--- src/rtl/vga_pkg.sv ---
// vga_pkg: shared VGA text-mode geometry constants and the tile-map address helper
package vga_pkg;
  localparam int H_VISIBLE    = 640;
  localparam int V_VISIBLE    = 480;
  localparam int GLYPH_W      = 16;
  localparam int PIPE_DELAY   = 4;
  localparam int TILE_ADDR_W  = 11;
  localparam int GLYPH_ADDR_W = 17;
  // row*40 + col built from shifts; visible maximum 29*40+39 = 1199 fits 11 bits
  function automatic logic [TILE_ADDR_W-1:0] tile_index(input logic [5:0] row, input logic [5:0] col);
    logic [TILE_ADDR_W-1:0] r;
    r = TILE_ADDR_W'(row);
    return (r << 5) + (r << 3) + TILE_ADDR_W'(col);
  endfunction
endpackage

--- src/rtl/sideband_delay.sv ---
// sideband_delay: W-bit wide, D-deep shift register with a per-bit reset value
module sideband_delay #(
  parameter int W = 1,
  parameter int D = 4
) (
  input  logic         clk,
  input  logic         reset,
  input  logic [W-1:0] rst_val_i,
  input  logic [W-1:0] d_i,
  output logic [W-1:0] q_o
);
  logic [W*D-1:0] sr_q;
  // shift one slot per clock; reset loads every slot with the idle value
  always_ff @(posedge clk)
    sr_q <= reset ? {D{rst_val_i}} : {sr_q[W*(D-1)-1:0], d_i};
  assign q_o = sr_q[W*D-1 -: W];
endmodule

--- src/rtl/glyph_fetch.sv ---
// glyph_fetch: tile-map lookup and glyph_rom address stage with aligned sync/active/cursor flags
module glyph_fetch
  import vga_pkg::*;
#(
  parameter int H_TILES      = 40,
  parameter int V_TILES      = 30,
  parameter int BLINK_FRAMES = 30
) (
  input  logic                    clk,
  input  logic                    reset,
  input  logic [9:0]              hcount,
  input  logic [9:0]              vcount,
  input  logic                    active_in,
  input  logic                    hsync_in,
  input  logic                    vsync_in,
  input  logic                    cursor_en,
  input  logic [5:0]              cursor_col,
  input  logic [4:0]              cursor_row,
  output logic [TILE_ADDR_W-1:0]  tile_addr,
  input  logic [7:0]              tile_data,
  output logic [GLYPH_ADDR_W-1:0] glyph_addr,
  output logic                    hsync_out,
  output logic                    vsync_out,
  output logic                    active_out,
  output logic                    cursor_hit
);
  localparam int CW = $clog2(BLINK_FRAMES + 1);
  logic                    act_d, hit_d, wrap;
  logic                    act1_q, act2_q, vs_q, blink_on_q;
  logic [CW-1:0]           frame_q;
  logic [7:0]              px1_q, px2_q;
  logic [TILE_ADDR_W-1:0]  tile_addr_d, tile_addr_q;
  logic [GLYPH_ADDR_W-1:0] glyph_addr_d, glyph_addr_q;
  // qualify the pixel, match the cursor cell and form both addresses; inactive pixels use blank glyph 0
  always_comb begin
    act_d        = active_in && (hcount < 10'(H_TILES * GLYPH_W)) && (vcount < 10'(V_TILES * GLYPH_W));
    hit_d        = act_d && cursor_en && blink_on_q && hcount[9:4] == cursor_col && vcount[9:4] == {1'b0, cursor_row};
    tile_addr_d  = act_d ? tile_index(vcount[9:4], hcount[9:4]) : '0;
    glyph_addr_d = act2_q ? {1'b0, tile_data, px2_q} : '0;
    wrap         = frame_q == CW'(BLINK_FRAMES - 1);
  end
  // address pipeline: stage 1 issues the RAM read, stage 2 waits for tile_data, stage 3 forms glyph_addr
  always_ff @(posedge clk) begin
    if (reset) begin
      tile_addr_q  <= '0;
      px1_q        <= '0;
      act1_q       <= 1'b0;
      px2_q        <= '0;
      act2_q       <= 1'b0;
      glyph_addr_q <= '0;
    end else begin
      tile_addr_q  <= tile_addr_d;
      px1_q        <= {vcount[3:0], hcount[3:0]};
      act1_q       <= act_d;
      px2_q        <= px1_q;
      act2_q       <= act1_q;
      glyph_addr_q <= glyph_addr_d;
    end
  end
  // count vsync falling edges and flip the blink phase only at frame boundaries
  always_ff @(posedge clk) begin
    if (reset) begin
      vs_q       <= 1'b1;
      frame_q    <= '0;
      blink_on_q <= 1'b1;
    end else begin
      vs_q <= vsync_in;
      if (vs_q && !vsync_in) begin
        frame_q    <= wrap ? '0 : frame_q + 1'b1;
        blink_on_q <= wrap ? !blink_on_q : blink_on_q;
      end
    end
  end
  assign tile_addr  = tile_addr_q;
  assign glyph_addr = glyph_addr_q;
  sideband_delay #(.W(2), .D(PIPE_DELAY)) u_sync (
    .clk       (clk),
    .reset     (reset),
    .rst_val_i (2'b01),
    .d_i       ({hsync_in, vsync_in}),
    .q_o       ({hsync_out, vsync_out})
  );
  sideband_delay #(.W(2), .D(PIPE_DELAY)) u_flags (
    .clk       (clk),
    .reset     (reset),
    .rst_val_i (2'b00),
    .d_i       ({act_d, hit_d}),
    .q_o       ({active_out, cursor_hit})
  );
endmodule

--- config.mk ---
export PLATFORM = sky130hd
export DESIGN_NAME = glyph_fetch
export DESIGN_NICKNAME = d
export VERILOG_FILES = /design/src/rtl/vga_pkg.sv /design/src/rtl/sideband_delay.sv /design/src/rtl/glyph_fetch.sv
export SDC_FILE = /design/constraint.sdc
export NUM_CORES = 1
export LEC_CHECK = 0
export BUFFER_PORTS_ARGS = -buffer_cell sky130_fd_sc_hd__buf_2
export CORE_UTILIZATION = 40
export DETAILED_ROUTE_END_ITERATION = 8
export GPL_TIMING_DRIVEN = 1
export PLACE_DENSITY = 0.72
export SETUP_SLACK_MARGIN = 0.02
export SKIP_LAST_GASP = 1
export SLEW_MARGIN = 20
export SYNTH_ARGS = -nofsm -noshare
export SYNTH_HDL_FRONTEND = slang
export SYNTH_SLANG_ARGS = --single-unit
--- constraint.sdc ---
create_clock -name clk -period 7.3 [get_ports clk]
set_input_delay 2.19 -clock clk [delete_from_list [all_inputs] [get_ports clk]]
set_output_delay 2.19 -clock clk [all_outputs]
set_load 0.01 [all_outputs]
## Word level (Yosys, flattened, before mapping)

Cells that the tools add are included.
Widths: inputs -> output; s select.

| cells by class | value |
|---|---|
| add/subtract/negate cells | 3 |
| order comparisons | 2 |
| eq/ne operators | 3 |
| multiplexer cells | 1 |
| bitwise operators | 2 |
| reduce and logical (&&, ||, !) cells | 12 |

Operators by type and width:

| operator | number |
|---|---|
| $add 11x6->11 | 1 |
| $add 11x9->11 | 1 |
| $lt 10x10->1 const B | 1 |
| $lt 10x9->1 const B | 1 |
| $logic_and 1x1->1 | 7 |
| $eq 6x5->1 | 1 |
| $eq 6x6->1 | 1 |
| $add 5x1->5 const B | 1 |
| $eq 5x5->1 const B | 1 |
| $mux 5 | 1 |
| $reduce_or 2->1 | 2 |
| $logic_not 1->1 | 2 |
| $not 1->1 | 2 |
| $reduce_and 2->1 | 1 |

| word-level totals | value |
|---|---|
| register bits after elaboration | 69 |
| bits of input ports | 45 |
| logic and storage cells | 35 |

## Longest topological paths before layout

Gate-level depths: netlist of run 1.

| depth | value |
|---|---|
| depth in word-level cells | 7 |
| gate-level depth with buffers | 8 |
| mapped depth without buffers | 8 |

## By module

A second synthesis of run 1 with hierarchy kept.

| unflattened totals | value |
|---|---|
| cells, all modules | 223 |
| area, all modules | 2,623.8 um^2 |

By module, submodules not included:

| module | instances | cells each | area an instance (um^2) |
|---|---|---|---|
| glyph_fetch | 1 | 185 | 2,010.7 |
| sideband_delay | 2 | 19 | 306.5 |

## Worst setup path before layout of run 1

OpenSTA, ideal clock, no wires.

| path | value |
|---|---|
| path kind | in2reg |
| start point | input hcount[9] |
| end point | register tile_addr_q[9], in the netlist tile_addr[9] |
| setup time | 0.072 ns |
| data arrival time | 3.865 ns |
| path slack | 3.364 ns |
| cell stages on the path | 8 |
| cell sequence | inv_1 fa_1 inv_1 ha_1 a211oi_1 o21bai_1 a21oi_1 mux2i_1 |

| between the ends | value |
|---|---|
| longest elaborated chain between the ends | 5 |

Ends and longest elaborated chain:

| item | line | text |
|---|---|---|
| start: declaration | glyph_fetch.sv:11 | `input logic [9:0] hcount,` |
| $lt 10x10->1 | glyph_fetch.sv:36 | `act_d = active_in && (hcount < 10'(H_TILES * GLYPH_W)) && (vcount < 10'(V_TILES * GLYPH_W));` |
| $logic_and 1x1->1 (2 in a row) | glyph_fetch.sv:36 |  |
| $not 1->1 (no line) | n/a |  |
| $reduce_or 2->1 (no line) | n/a |  |
| end signal: assignment | glyph_fetch.sv:52 | `tile_addr_q <= tile_addr_d;` |
| end: declaration | glyph_fetch.sv:32 | `logic [TILE_ADDR_W-1:0] tile_addr_d, tile_addr_q;` |

Parallel ways exist; a longest one is shown, timed or not.
A chain may end at the register's enable or synchronous reset.

## Final worst setup path of run 1

Ends and elaborated chain as after synthesis.

==> metrics.md, run 1 <==
| Metric | Value |
|---|---|
| Vias per Instance | `4.42` |
| Post-synth EDFFs | `0` |
| Die Y | `78.2 microns` |
| Dpl hpwl | `roughly 3000 microns` |
| Tmin final | `3880 ps` |
| Switching portion of total power | `20.5%` |
| Power per cell area | `around 250 nW/um^2` |
| Synth Net Count | `270` |
| RSZ-0062 raised after global routing | `false` |
| Critical path required time | `7550 ps` |
| Setup ws final | `3420 ps` |
| Reg clk slew, reported paths | `70 ps` |
| Worst skew pair latency | `320 ps` |
| Clock sinks | `65` |
| Gr ovfl total | `0` |
| Drt pass-1 iters | `4` |
| Fraction of registers with async set/reset | `0%` |
| CTS Buf Count | `9` |
| Part of the power in registers | `49.0%` |
| Placeable core area | `5540 sq um` |
| Post-synthesis instance total | `210` |
| Critical path peak fanout | `3` |
| WS Path Type | `input pin to register` |
| Tot GR Track Use | `13.8%` |
| Post-Syn Area per Cell | `11.1 sq um` |
| Period utilisation layout | `53.2%` |
| Clock skew | `8.55 ps` |
| Vias in the first global route | `1513` |
| Comb power frac | `under 10%` |
| Crit path launch type | `input pin` |
| Share of cells above drive strength 1 | `approximately a third` |
| Clk root buf | `clkbuf_8` |
| DR vias | `1616` |
| Setup TNS | `0 ps` |
| Antenna diodes | `0` |
| I/O pin count | `77` |
| Initial Util | `41.9%` |
| HP Class | `register to register` |
| Ys Warns | `0` |
| Row cnt | `27` |
| Final hold vios | `0` |
| P&R area growth vs syn | `27.7%` |
| Largest net degree at the start of global routing | `34` |
| Setup WS pre-CTS | `3120 ps` |
| Switch Pwr | `154 uW` |
| DRC | `0` |
| Layout net count | `350` |
| Post-CTS Setup Bufs | `0` |
| Clock H-tree levels | `3` |
| Clock power share | `42.5%` |
| CP startpoint | `hcount[9]` |
| Seq/Total Area, Yosys | `56.1%` |
| Peak supply drop | `approximately 0.00012 V` |
| Status | `complete, no violations` |
| Number of distinct library cells after synthesis | `34` |
| FMAX | `roughly 260 MHz` |
| Crit. End Element | `register` |
| Internal | `595 uW` |
| Max Transition Viols Final | `0` |
| Post-synth top area share | `between 50% and 60%` |
| Endpoints failing setup | `0` |
| R2R Path Start | `frame_q[1]` |
| Ys flop type | `dfxtp_1` |
| Worst-margin pin slew | `784 ps` |
| GP Congestion | `between 0.7 and 0.8` |
| First-pass GRT wire length | `6370 microns` |
| Top-count cell post-synth | `dfxtp_1` |
| Hold path startpoint | `u_sync.sr_q[2]` |
| Slew HR | `47.6%` |
| Die width | `78.2 microns` |
| Number of synthesized register bits | `65` |
| Port Buffers | `75` |
| Yosys top cell by area | `dfxtp_1` |
| CTS Hold Bufs | `0` |
| Wirelength per Cell | `roughly 11 microns` |
| CTS resizes | `0` |
| DRT Wirelength | `3870 microns` |
| Worst EP arrival | `roughly 4100 ps` |
| CTS tree | `yes` |
| Antenna viol nets, final | `0` |
| Maximum root-to-sink buffer count | `2` |
| Initial DRC count | `35` |
| Die area | `6110 sq um` |
| Initial antenna violation count | `0` |
| Maximum capacitance violations | `0` |
| Post-Syn Area | `~2300 sq um` |
| Pleak | `0.00141 uW` |
| Synth area leaders | `dfxtp_1 56%, nor2b_1 7.5%, ha_1 7.0%, and2_1 5.7%, xnor2_1 3.0%` |
| List of most frequent post-synthesis cells | `65 x dfxtp_1, 28 x nor2b_1, 21 x and2_1, 13 x ha_1, 10 x inv_1` |
path summary, 6_finish.rpt:
check	endpoint	slack [ps]	cells past startpoint
worst max-delay path	tile_addr[9]	3420	9
worst min-delay path	u_sync.sr_q[4]	410	1
worst min register to register	u_sync.sr_q[4]	410	1
worst max register to register	frame_q[1]	5850	6
cell type report:
type / instances / area [sq um]
sequential: 65 / 1300
tap: 72 / 90.1
multi-input combinational: 129 / 948
clock buffer: 12 / 145
timing repair buffer: 75 / 375
clock inverter: 3 / 65.1
inverter: 10 / 37.5
fill: 517 / 2580
layout by cell type (no fill, tap or decap), types with 2 or more instances in the layout:
cell type and n:
buf_2 75, dfxtp_1 65, nor2b_1 28, and2_1 21, ha_1 13, inv_1 10, clkbuf_8 10, xor2_1 8
xnor2_1 8, nor2_1 8, nand4_1 5, o21ai_0 4, nor3_1 4, or2_2 4, nand2_1 3, a211oi_1 3
nand2b_1 2, a21oi_1 2, fa_1 2, bufinv_16 2, clkbuf_1 2
state kept, by name, summed over array words and instances (netlist names):
signal / count
glyph_addr: 16
tile_addr: 11
px1_q: 8
px2_q: 8
u_flags.sr_q: 8
u_sync.sr_q: 8
frame_q: 5
blink_on_q: 1
power groups by stage:
stage / sequential (uW) / combinational, uW / clock (uW)
floorplan: 376 / 39.4 / 0
global placement: 374 / 62.7 / 0
detailed placement: 375 / 63.9 / 0
CTS: 367 / 64.5 / 331
global route: 367 / 72.3 / 344
finish: 367 / 63.5 / 319
worst max-delay path, stage by stage:
cell      delay, ps
buf_2           110
inv_1            60
fa_1            590
inv_1            60
ha_1            310
a211oi_1        310
o21bai_1        120
a21oi_1         200
mux2i_1         190
layer usage:
layer	track usage [%]	part of all wire (%)
met1	15.1	47
met2	22.3	43
met3	5.58	8.8
met4	8.33	1.1
met5	0	0
logic make-up (layout without fill, tap and decap cells):
logic type	after synthesis	in the layout	share of synthesized area [%]
compound gates	14	14	4.15
xor+xnor	16	16	6.04
mux	1	1	0.431
other cells	1	1	0.162
fa+ha+maj	15	15	8.73
simple gates	82	82	21.3
flops	65	65	56.1
buf+inv	16	100	3.07
through the flow:
step           power [uW]  instances  instance area, sq um  util [%]  hold slack [ps]
5_1_grt               784        366                  2960      53.5              429
6_report              749        366                  2960      53.5              411
2_1_floorplan         415        210                  2320         -              389
3_3_place_gp          437        351                  2750      49.7              391
3_5_place_dp          439        351                  2750      49.7              401
4_1_cts               762        366                  2960      53.5              417
No activity file was read; power rests on OpenSTA's default activity.
==> run 2: changes to the inputs <==
- ABC_AREA: not set -> 1
- PLACE_DENSITY: 0.72 -> 0.73
- clock period: 7.3 -> 3.3 ns (I/O delays scaled with it)
==> run 2 against run 1 <==
  * Combinational power increased to 2.8 times the previous value
  * Non-clock buffer count grew 2
  * Critical path depth is 1 higher
  * Die area grew 8.4%
  * Critical path type unchanged
  * Largest power group unchanged
==> metrics.md, run 2 <==
| Metric | Value |
|---|---|
| Status | `complete, no violations` |
| List of most frequent post-synthesis cells | `71 x inv_1, 65 x dfxtp_1, 60 x nor2_1, 27 x nand2_1` |
| CTS resizes | `0 (unchanged)` |
| Top-count cell post-synth | `inv_1` |
| RSZ-0062 raised after global routing | `false` |
| FILL cells | `570 (+10%)` |
| Pleak | `0.00170 uW (+20%)` |
| Wirelength per Cell | `9.41 microns (-11%)` |
| Layout net count | `440 (+26%)` |
| Placeable core area | `5990 sq um (+8.1%)` |
| Max Transition Viols Final | `0 (unchanged)` |
| Die width | `81.4 microns (+4.1%)` |
| Maximum root-to-sink buffer count | `2 (unchanged)` |
| WS Path Type | `input pin to register` |
| Peak supply drop | `0.000265 V (+130%)` |
| CP cell instances | `buf_2 > inv_1 > fa_1 > fa_1 > inv_1 > nand3_1 > nand2_1 > nor2_1 > o21ai_0 > inv_1` |
| Post-synth EDFFs | `0 (unchanged)` |
| CTS Buf Count | `9 (unchanged)` |
| CTS tree | `yes` |
| Synth Net Count | `358 (+33%)` |
| CP peak stage delay | `520 ps (-70 ps)` |
| CTS Hold Bufs | `0 (unchanged)` |
| FF-to-FF path depth | `4 (-2)` |
| Fraction of registers with async set/reset | `0% (unchanged)` |
| WP depth | `10 (+1)` |
| Power per cell area | `525 nW/um^2 (+110%)` |
| Vias per Instance | `4.25 (-3.7%)` |
| Largest register FFs | `16 (unchanged)` |
| Crit. End Element | `register` |
| Initial Util | `42.1% (+0.19 points)` |
| R2R Path Start | `frame_q[0]` |
| Placed Cells | `444 (+26%)` |
| Largest net degree at the start of global routing | `31 (-8.8%)` |
| Post-Syn Area per Cell | `8.46 sq um (-23%)` |
| P&R area growth vs syn | `25.9%` |
| Crit-path slowest cell | `fa_1` |
| Total power after layout | `1670 uW (+120%)` |
| Ys flop type | `dfxtp_1` |
| Vias in the first global route | `1829 (+21%)` |
| Yosys top cell by area | `dfxtp_1` |
| Number of distinct library cells after synthesis | `29 (-15%)` |
| Synth area leaders | `dfxtp_1 52%, inv_1 11%, nor2_1 8.9%, ha_1 6.5%, xnor2_1 4.5%` |
| Tot GR Track Use | `14.9% (+1.1 points)` |
| CP startpoint | `hcount[9]` |
| Setup WS pre-CTS | `539 ps (-2590 ps)` |
| Dpl hpwl | `3260 microns (+11%)` |
| R2R Path End | `blink_on_q` |
| Critical path required time | `3540 ps (-4010 ps)` |
| CP top delay family | `adder cells` |
| Clock skew | `7.42 ps (-1.13 ps)` |
| Crit path top cell by count | `inv_1` |
| Port Buffers | `75 (unchanged)` |
| DRC | `0 (unchanged)` |
| Worst reg2reg setup slack | `2220 ps (-3630 ps)` |
| Antenna diodes | `0 (unchanged)` |
| DRT Wirelength | `4330 microns (+12%)` |
| Ys Warns | `0 (unchanged)` |
| Buf+Inv Stages, Crit Path | `4 (+1)` |
| Antenna viol nets, final | `0 (unchanged)` |
| HP Class | `register to register` |
| Period utilisation layout | `72.7%` |
| Initial DRC count | `35 (unchanged)` |
| Maximum capacitance violations | `0 (unchanged)` |
| Gr ovfl total | `0 (unchanged)` |
| Crit path launch type | `input pin` |
| Final hold vios | `0 (unchanged)` |
| Drt pass-1 iters | `4 (unchanged)` |
| First-pass GRT wire length | `7310 microns (+15%)` |
| Worst skew pair latency | `340 ps (+20 ps)` |
| Clock sinks | `65 (unchanged)` |
| Clock H-tree levels | `3 (unchanged)` |
| Post-Syn Area | `2520 sq um (+8.6%)` |
| Worst EP arrival | `2640 ps (-1500 ps)` |
| DR vias | `1956 (+21%)` |
| Row cnt | `28 (+3.7%)` |
| Most frequent cells in the layout | `75 x buf_2, 71 x inv_1, 65 x dfxtp_1, 60 x nor2_1, 27 x nand2_1` |
| Final cell count without fillers | `460 (+26%)` |
| Reg clk slew, reported paths | `80 ps (about the same)` |
| Setup TNS | `0 ps (unchanged)` |
| I/O pin count | `77 (unchanged)` |
| Number of synthesized register bits | `65 (unchanged)` |
| Post-synth top area share | `51.6% (-4.5 points)` |
| Post-CTS Setup Bufs | `0 (unchanged)` |
| Post-synthesis instance total | `298 (+42%)` |
| CP Capture Point | `tile_addr[8]` |
| Tmin final | `2400 ps` |
| Endpoints failing setup | `0 (unchanged)` |
| Critical path peak fanout | `3 (unchanged)` |
| Clk root buf | `clkbuf_8` |
| Commonest non-fill, non-tap cell in the layout | `buf_2` |
| Die area | `6620 sq um (+8.4%)` |
| Die Y | `81.4 microns (+4.1%)` |
| Seq/Total Area, Yosys | `51.6% (-4.5 points)` |
| Initial antenna violation count | `0 (unchanged)` |
| FMAX | `between 400 and 500 MHz` |
| Share of cells above drive strength 1 | `28.8% (-3.8 points)` |
| GP Congestion | `0.820 (+11%)` |
| Setup ws final | `901 ps (-2520 ps)` |
[run 2: cell types whose count changed after synthesis, moves of 4 or more]
| cell | delta |
|---|---|
| xnor2_1 | +5 |
| nand3_1 | +4 |
| inv_1 | +61 |
| nand2_1 | +24 |
| and2_1 | -21 |
| xor2_1 | -6 |
| nor2b_1 | -28 |
| nor2_1 | +52 |
[run 2: where the power goes]
group	total (uW)	internal (uW)	leakage, uW	switching (uW)
Clock	678	355	0.000100	323
Combinational	177	78.1	0.00107	98.9
Sequential	811	804	0.000530	6.98
Total	1670	1240	0.00170	429
[run 2: worst min path at each step]
stage,start,end,slack (ps),cells after the start
floorplan,px1_q[0],px2_q[0],390,2
global placement,px1_q[1],px2_q[1],390,2
detailed placement,px1_q[3],px2_q[3],390,2
CTS,u_sync.sr_q[3],u_sync.sr_q[5],400,2
global route,u_sync.sr_q[3],u_sync.sr_q[5],410,2
finish,px1_q[0],px2_q[0],400,2
[run 2: final cells by class]
type	instances	area (sq um)	area share (%)
clock buffer	9	124	3.90
clock inverter	7	77.6	2.44
inverter	73	274	8.64
multi-input combinational	154	912	28.7
sequential	65	1300	41.0
tap	75	93.8	2.96
timing repair buffer	77	390	12.3
[run 2: per-stage QoR]
stage	util [%]	instance area [sq um]	hold WS, ps
CTS	53.0	3170	402
global placement	49.6	2970	389
finish	53.0	3170	397
global route	53.0	3170	409
detailed placement	49.6	2970	392
floorplan	-	2520	388
[run 2: layer usage]
metal  GRT usage [%]  vias up  share of wire, %
met4            8.04        0               1.8
met3            5.17       10               7.0
li1                -     1030                 -
met2            25.5       69                46
met5               0        -                 0
met1            15.9      847                45
[run 2: logic make-up after synthesis]
group           Yosys count  synth area share [%]
simple gates            111                  19.9
fa+ha+maj                15                  8.04
flops                    65                  51.6
compound gates           12                  2.93
buf+inv                  79                  12.2
xor+xnor                 15                  5.21
other cells               1                 0.149
[run 2: worst register-to-register path: cells and delay by family (launching register included)]
family,cells,cell delay [ps]
DFF,1,410
AOI/OAI and AO/OA,2,220
adders and majority gates,1,200
and+or+nand+nor,1,140
==> run 3: changes to the inputs <==
- PLACE_DENSITY: 0.73 -> 0.71
- clock period: 3.3 -> 2.3 ns (I/O delays scaled with it)
==> run 3 against run 2 <==
  * Setup slack worse by 660 ps
  * Sequential share of layout area is 0.35 points lower
  * Largest power group unchanged
  * Register-to-register slack worse by 990 ps
  * Die area stayed put
  * Final area is 0.87% higher
  * Utilization is 0.46 points higher
  * Global-route usage is 0.74 points lower
  * Critical endpoint unchanged
==> metrics.md, run 3 (synthesis results as in run 2) <==
| Metric | Value |
|---|---|
| R2R Path Start | `frame_q[0]` |
| P&R area growth vs syn | `26.9%` |
| GP Congestion | `0.786 (-4.1%)` |
| Wirelength per Cell | `9.04 microns (-3.9%)` |
| CP peak stage delay | `530 ps (about the same)` |
| Finished Core Util | `53.4% (+0.46 points)` |
| Final hold vios | `0 (unchanged)` |
| Tot GR Track Use | `14.1% (-0.74 points)` |
| Hold path startpoint | `u_flags.sr_q[4]` |
| Layout net count | `447 (+1.6%)` |
| CP cell instances | `buf_2 > inv_1 > fa_1 > fa_1 > inv_1 > nand3_1 > nand2_1 > nor2_1 > o21ai_0 > inv_1` |
| Peak supply drop | `0.000423 V (+59%)` |
| Dpl hpwl | `3180 microns (-2.2%)` |
| Vias per Instance | `4.11 (-3.4%)` |
| Antenna viol nets, final | `0 (unchanged)` |
| Period utilisation layout | `89.6%` |
| Initial DRC count | `45 (+29%)` |
| DRC | `0 (unchanged)` |
| FMAX | `~480 MHz` |
| Antenna diodes | `0 (unchanged)` |
| Max Transition Viols Final | `0 (unchanged)` |
| Critical path required time | `2540 ps (-1000 ps)` |
| Die area | `6620 sq um (unchanged)` |
| WHS Path Cells | `2 (unchanged)` |
| CTS Buf Count | `9 (unchanged)` |
| Share of cells above drive strength 1 | `30.1% (+1.3 points)` |
| Crit path launch type | `input pin` |
| Status | `complete, no violations` |
| FILL cells | `571 (+0.18%)` |
| Vias in the first global route | `1669 (-8.7%)` |
| Gr ovfl total | `0 (unchanged)` |
| Worst reg2reg setup slack | `1230 ps (-990 ps)` |
| Maximum capacitance violations | `0 (unchanged)` |
| Port Buffers | `75 (unchanged)` |
| FF-to-FF path depth | `4 (unchanged)` |
| Die width | `81.4 microns (unchanged)` |
| DR vias | `1918 (-1.9%)` |
| Clk root buf | `clkbuf_8` |
| Placed Cells | `451 (+1.6%)` |
| Post-CTS Setup Bufs | `0 (unchanged)` |
| CP startpoint | `hcount[9]` |
| Most frequent cells in the layout | `75 x buf_2, 71 x inv_1, 65 x dfxtp_1, 60 x nor2_1, 27 x nand2_1` |
| RSZ-0062 raised after global routing | `false` |
| Drt pass-1 iters | `4 (unchanged)` |
| Endpoints failing setup | `0 (unchanged)` |
| Placeable core area | `5990 sq um (unchanged)` |
| Reg clk slew, reported paths | `80 ps (about the same)` |
| R2R Path End | `blink_on_q` |
| Worst EP arrival | `2300 ps (-340 ps)` |
| Row cnt | `28 (unchanged)` |
| CTS resizes | `0 (unchanged)` |
| Clock skew | `10.2 ps (+2.75 ps)` |
| Power per cell area | `711 nW/um^2 (+35%)` |
| Final hold slack | `396 ps (-0.663 ps)` |
| First-pass GRT wire length | `6840 microns (-6.4%)` |
| Largest register FFs | `16 (unchanged)` |
| Crit-path slowest cell | `fa_1` |
| CTS Hold Bufs | `0 (unchanged)` |
| I/O pin count | `77 (unchanged)` |
| CP top delay family | `adder cells` |
| Clock H-tree levels | `3 (unchanged)` |
| Hold EP | `u_flags.sr_q[6]` |
| Final cell count without fillers | `467 (+1.5%)` |
| Clock sinks | `65 (unchanged)` |
| Pleak | `0.00171 uW (+0.69%)` |
| CTS tree | `yes` |
| Die Y | `81.4 microns (unchanged)` |
| Commonest non-fill, non-tap cell in the layout | `buf_2` |
| Crit path top cell by count | `inv_1` |
| Tmin final | `2060 ps` |
| WS Path Type | `input pin to register` |
| Critical path peak fanout | `2 (-1)` |
| Maximum root-to-sink buffer count | `2 (unchanged)` |
| DRT Wirelength | `4220 microns (-2.5%)` |
| Worst skew pair latency | `340 ps (about the same)` |
| Initial antenna violation count | `0 (unchanged)` |
| HP Class | `register to register` |
| Setup TNS | `0 ps (unchanged)` |
| Buf+Inv Stages, Crit Path | `4 (unchanged)` |
| Largest net degree at the start of global routing | `19 (-39%)` |
| Crit. End Element | `register` |
| Initial Util | `42.1% (unchanged)` |
-- run 3: changes by cell type in the layout (fill, tap and decap cells not counted) --
cell and change:
buf_4 +7, bufinv_16 -1, clkinv_4 -2, clkinvlp_4 +3
-- run 3: layout make-up --
| class | instances | area (sq um) | area share, % |
|---|---|---|---|
| Clock inverter | 7 | 52.6 | 1.64 |
| Clock buffer | 9 | 124 | 3.87 |
| Tap cell | 75 | 93.8 | 2.93 |
| Timing Repair Buffer | 84 | 443 | 13.8 |
| Sequential cell | 65 | 1300 | 40.7 |
| Inverter | 73 | 274 | 8.56 |
| Multi-Input combinational cell | 154 | 912 | 28.5 |
-- run 3: tightest hold or removal path, cell delays in order, from the launching register on --
cell     delay (ps)
dfxtp_1         300
inv_1            40
nor2_1           30
-- run 3: how the worst max path moves through the flow --
stage	end	cells past startpoint
after global routing	tile_addr[8]	10
after CTS	tile_addr[8]	10
after floorplan	tile_addr[8]	9
after detailed placement	tile_addr[8]	10
final	tile_addr[8]	10
after global placement	tile_addr[8]	10
-- run 3: stage by stage --
stage / power, uW / area [sq um] / setup slack [ps]
after floorplan: 1360 / 2520 / 58.9
after detailed placement: 1450 / 3020 / -113
after CTS: 2310 / 3200 / 256
after global routing: 2400 / 3200 / 138
after global placement: 1450 / 3020 / -84.3
final: 2280 / 3200 / 238
-- run 3: routing by layer --
layer  vias up  share of wire (%)  GRT usage, %
met5         -                  0             0
met4         0                1.7          6.96
met3         7                8.7          7.19
met2        66                 45          22.2
met1       800                 45          15.7
li1       1045                  -             -
-- run 3: power by group --
group / total [uW] / leakage (uW) / internal, uW / switching (uW)
Combinational: 259 / 0.00110 / 119 / 140
Sequential: 1160 / 0.000530 / 1150 / 9.83
Clock: 852 / 0.0000783 / 395 / 457
Total: 2280 / 0.00171 / 1670 / 607
